<file path="config.mk">
export PLATFORM = sky130hd
export DESIGN_NAME = get_stream_buf
export DESIGN_NICKNAME = d
export VERILOG_FILES = /design/src/rtl/hpu_pkg.sv /design/src/rtl/sync_fifo_ram.sv /design/src/rtl/get_stream_buf.sv
export SDC_FILE = /design/constraint.sdc
export NUM_CORES = 1
export LEC_CHECK = 0
export BUFFER_PORTS_ARGS = -buffer_cell sky130_fd_sc_hd__clkbuf_2
export CAP_MARGIN = 0
export CORE_ASPECT_RATIO = 1.2
export CORE_MARGIN = 2
export CORE_UTILIZATION = 55
export DETAILED_ROUTE_END_ITERATION = 7
export PLACE_DENSITY = 0.72
export SETUP_SLACK_MARGIN = 0.02
export SYNTH_ARGS = -nofsm -noshare
export SYNTH_HDL_FRONTEND = slang
export SYNTH_SLANG_ARGS = --single-unit
</file>
<file path="constraint.sdc">
create_clock -name clk -period 6.45 [get_ports clk]
set_input_delay 0 -clock clk [delete_from_list [all_inputs] [get_ports clk]]
set_output_delay 0 -clock clk [all_outputs]
set_load 0.03 [all_outputs]
</file>
<file path="src/rtl/hpu_pkg.sv">
// Shared defaults and the stream word layout for the get-side input path.
package hpu_pkg;

    localparam int DATA_W_DEF = 32;
    localparam int DEPTH_DEF  = 16;
    localparam int CNT_W_DEF  = 16;

    typedef struct packed {
        logic                  last;
        logic [DATA_W_DEF-1:0] data;
    } stream_word_t;

endpackage

</file>
<file path="src/rtl/sync_fifo_ram.sv">
// FIFO storage with write/read pointers; head entry is visible combinationally (FWFT).
module sync_fifo_ram #(
    parameter int W     = 33,
    parameter int DEPTH = 16
) (
    input  logic         clk,
    input  logic         clr,
    input  logic         wr_en,
    input  logic [W-1:0] wr_data,
    input  logic         rd_en,
    output logic [W-1:0] rd_data
);

    localparam int PW = $clog2(DEPTH);

    logic [W-1:0]  mem [DEPTH];
    logic [PW-1:0] wr_ptr;
    logic [PW-1:0] rd_ptr;

    // Pointers are exactly log2(DEPTH) bits so they wrap without compare logic.
    always_ff @(posedge clk) begin
        if (clr) begin
            wr_ptr <= '0;
            rd_ptr <= '0;
        end else begin
            if (wr_en) wr_ptr <= wr_ptr + PW'(1);
            if (rd_en) rd_ptr <= rd_ptr + PW'(1);
        end
    end

    always_ff @(posedge clk) begin
        if (wr_en) mem[wr_ptr] <= wr_data;
    end

    assign rd_data = mem[rd_ptr];

endmodule

</file>
<file path="src/rtl/get_stream_buf.sv">
// Input buffer ahead of the get stage: valid/ready slave, FIFO, occupancy, beat count, end-of-stream pulse.
module get_stream_buf
    import hpu_pkg::*;
#(
    parameter int DATA_W = DATA_W_DEF,
    parameter int DEPTH  = DEPTH_DEF,
    parameter int CNT_W  = CNT_W_DEF
) (
    input  logic                       clk,
    input  logic                       rst,
    input  logic                       run,
    input  logic                       gen,
    input  logic                       s_valid,
    output logic                       s_ready,
    input  logic [DATA_W-1:0]          s_data,
    input  logic                       s_last,
    output logic                       get_valid,
    input  logic                       get_ready,
    output logic [DATA_W-1:0]          get_data,
    output logic                       get_last,
    output logic [$clog2(DEPTH+1)-1:0] level,
    output logic [CNT_W-1:0]           beat_cnt,
    output logic                       stream_done
);

    localparam int LW = $clog2(DEPTH+1);

    logic          clr;
    logic          full;
    logic          push;
    logic          pop;
    logic          seen_last;
    logic [DATA_W:0] head;

    // Dropping run flushes exactly like reset so this stage and the get stage restart together.
    assign clr  = rst | ~run;
    assign full = (level == LW'(DEPTH));

    assign s_ready   = ~rst & run & ~gen & ~full & ~seen_last;
    assign get_valid = ~rst & run & (level != '0);
    assign push      = s_valid & s_ready;
    assign pop       = get_valid & get_ready;

    sync_fifo_ram #(
        .W     (DATA_W + 1),
        .DEPTH (DEPTH)
    ) u_fifo (
        .clk     (clk),
        .clr     (clr),
        .wr_en   (push),
        .wr_data ({s_last, s_data}),
        .rd_en   (pop),
        .rd_data (head)
    );

    assign get_last = head[DATA_W];
    assign get_data = head[DATA_W-1:0];

    always_ff @(posedge clk) begin
        if (clr) begin
            level       <= '0;
            beat_cnt    <= '0;
            seen_last   <= 1'b0;
            stream_done <= 1'b0;
        end else begin
            case ({push, pop})
                2'b10:   level <= level + LW'(1);
                2'b01:   level <= level - LW'(1);
                default: level <= level;
            endcase
            if (push && (beat_cnt != '1)) beat_cnt <= beat_cnt + CNT_W'(1);
            if (push && s_last) seen_last <= 1'b1;
            stream_done <= pop & get_last;
        end
    end

endmodule
</file>
==> results.yml <==
status:
  status: "finished clean"
yosys:
  syn_inst: 965
  synth_nets: 1014
  ys_ff_latch: 563
  synth_edf_count: 528
  postSynthAreaPerCell_um2: 22.5
  synth_flop_cell: "edfxtp_1"
  async_reset_ff_share_pct: 0
  synth_warnings: 0
  synth_cell_type_count: 46
  yosysSeqAreaShare_pct: 76.3
  synth_area_mm2: 0.0217
global_route:
  grtUsageTotal_pct: 22.0
  grt_pass1_vias: 10700
  grt_antenna_before_repair: 0
  grt_pass1_wl_um: 66100
  grt_overflow_total: 0
  grt_max_degree: 58
finish:
  area_delta_synth_final_pct: 14.4
  drive_above_1_share_pct: 32.4
  fin_nets: 1176
  fin_area_mm2: 0.0248
  postLayoutCoreUtil_pct: 63.9
  n_antenna_cell: 0
  num-fill-cells: 2498
clocking:
  cts_root_buf: "clkbuf_16"
  cts_tree: "yes"
  post_cts_buffers: 0
  numCtsBuffers: 52
  cts_max_level: 2
  clock_sinks: 563
  clock_path_buffers: 3
  clk_latency_ns: 0.56
  path_clk_slew_ns: 0.06
critical_path:
  max_stage_delay_ns: 0.95
  arrival_ns: 3.59
  crit_path_max_fanout: 45
  critPathRequiredTime_ns: 6.45
  end_kind: "output pin"
  cp-start-kind: "flop"
  r2r-end: "level[4]"
  path_depth: 4
  crit_family: "multiplexers"
  endpoint: "get_data[14]"
  reg2reg_setup_slack_ns: 3.10
  rr_startpoint: "level[2]"
  cp_num_buf_inv: 2
  cp_common_cell: "mux4_2"
  r2r_cells: 10
  crit_type: "reg -> out"
  path_cells: "buf_4, mux4_2, mux4_2, clkbuf_2"
  cp_slowest_cell: "dfxtp_4"
timing:
  setup_viol: 0
  fin_crit_sh_pct: 55.7
  max_freq_mhz: 278
  min_period_ns: 3.59
  rsz0062_at_grt: "no"
  setup_ws_ns: 2.86
  relSlewSlack_pct: 30.3
  hold_viol_final: 0
  timing_worst_slew_pin_value_ns: 1.05
  final-max-slew-violation-count: 0
  whs_ns: 0.0379
  fin_tns_setup_ns: 0
  finClkSkew_ns: 0.0112
place:
  io_buffers: 95
  placed_area_mm2: 0.0229
  gp_congestion: 0.840
  hpwl_um: 21700
  preCtsSetupSlack_ns: 3.14
floorplan:
  coreArea_mm2: 0.0388
  fp-row-count: 79
  die_y_um: 222
  dieArea_mm2: 0.0411
  start_util_pct: 55.8
  die_w_um: 185
  num_io_pins: 96
routing:
  drc: 0
  ant_nets: 0
  dr.pass1.iters: 5
  drt_iter0_markers: 1230
  wirelength_um: 43500
  viasPerCell: 6.13
  post_drt_wl_per_cell_um: 25.7
  via_count: 10300
pwr:
  vdd_drop_max_uv: 187
  power.density_mw_per_mm2: 277
  p_leak_nw: 7.65
job:
  drv_cap: 0
min_path:
  hp-class: "in -> reg"
==> cells in the mapped netlist, types with 2 or more instances <==
cell type,instances,share of area (%)
nand2_1,20,0.35
mux2i_1,9,0.42
mux4_2,164,17
nor3_1,9,0.21
or4_1,6,0.21
buf_2,13,0.30
and2_1,3,0.087
nand3_1,13,0.30
dfxtp_1,35,3.2
xor2_1,3,0.12
a21oi_1,13,0.30
or3_1,4,0.12
ha_1,10,0.58
nand4_1,6,0.17
o21ai_0,7,0.16
and4_1,2,0.081
a2111o_1,2,0.10
o211ai_1,4,0.14
o211a_1,2,0.092
clkbuf_1,31,0.54
xnor2_1,3,0.12
nand2b_1,8,0.23
edfxtp_1,528,73
nor2_1,23,0.40
inv_1,8,0.14
o31ai_1,8,0.28
nor4_1,6,0.17
buf_1,4,0.069
nor3b_1,4,0.14
==> worst reg2reg max path: cells and delay by family (launching register included) <==
| family | cells | cell delay, ns |
|---|---|---|
| AOI/OAI and AO/OA | 4 | 1.24 |
| adders and majority gates | 2 | 0.52 |
| and+or+nand+nor | 2 | 0.77 |
| buffers and inverters | 1 | 0.19 |
| xor gates and xnor gates | 1 | 0.18 |
| DFF | 1 | 0.39 |
==> metal layers <==
metal	part of all wire, %	vias up	global-route usage [%]
met3	6.6	55	3.60
met2	50	427	35.6
met4	1.9	0	5.50
met1	41	5448	31.9
met5	0	-	0
li1	-	4419	-
==> registers in the layout, indices dropped and copies added, names as in the netlist, named ones only <==
| name | flops |
|---|---|
| u_fifo.mem | 528 |
| beat_cnt | 16 |
| level | 5 |
| u_fifo.rd_ptr | 4 |
| u_fifo.wr_ptr | 4 |
| seen_last | 1 |
| stream_done | 1 |
==> worst min path at each step <==
| stage | cells past startpoint | to | slack, ns | start |
|---|---|---|---|---|
| after detailed placement | 3 | flop | 0.37 | get_ready |
| after CTS | 4 | u_fifo.wr_ptr[1] | 0.01 | s_valid |
| after floorplan | 0 | u_fifo.mem[0][0] | 0.1 | s_data[0] |
| final | 4 | u_fifo.wr_ptr[1] | 0.04 | s_valid |
| after global routing | 4 | u_fifo.wr_ptr[1] | 0.06 | s_valid |
| after global placement | 3 | flop | 0.35 | get_ready |
==> report_power, final <==
group,internal (W),leakage [nW],switching [W]
Clock,0.00153,0.741,0.00123
Sequential,0.00399,5.03,0.00000207
Combinational,0.0000369,1.88,0.0000742
==> final cells by class <==
type / count / area [µm²] / share of cell area, %
sequential: 563 / 16600 / 66.8
multi-input combinational: 343 / 4990 / 20.1
clock buffer: 62 / 1360 / 5.48
timing repair buffer: 158 / 1060 / 4.26
tap: 526 / 658 / 2.65
clock inverter: 28 / 151 / 0.610
inverter: 9 / 38.8 / 0.156
==> per-stage QoR <==
step	instances	power (W)
after CTS	1689	0.00692
after detailed placement	1561	0.00417
after global routing	1689	0.00706
after global placement	1561	0.00416
after floorplan	965	0.00411
final	1689	0.00687
==> placed cells by master (no fill, tap or decap), types with 11 or more instances in the layout <==
cell / synthesis / final
nand2_1: 20 / 20
dlygate4sd3_1: 0 / 38
nand3_1: 13 / 13
clkbuf_16: 0 / 53
clkinv_1: 0 / 15
a21oi_1: 13 / 13
dfxtp_1: 35 / 31
nor2_4: 0 / 12
nor2_1: 23 / 11
mux4_2: 164 / 164
clkbuf_2: 0 / 95
buf_4: 0 / 24
edfxtp_1: 528 / 528
==> cells by family after synthesis <==
group           count (synthesis)  share of synthesized area [%]
simple gates                  110                           2.79
buf+inv                        59                           1.21
mux                           173                           17.4
compound gates                 44                           1.42
flops                         563                           76.3
xor+xnor                        6                          0.242
fa+ha+maj                      10                          0.577
==> timing repair <==
action                                 4_1_cts  5_1_grt
hold buffers                                38        0
resized for setup                            0        0
endpoints found under the hold margin      542        0
Power figures use the tool's default switching activity.
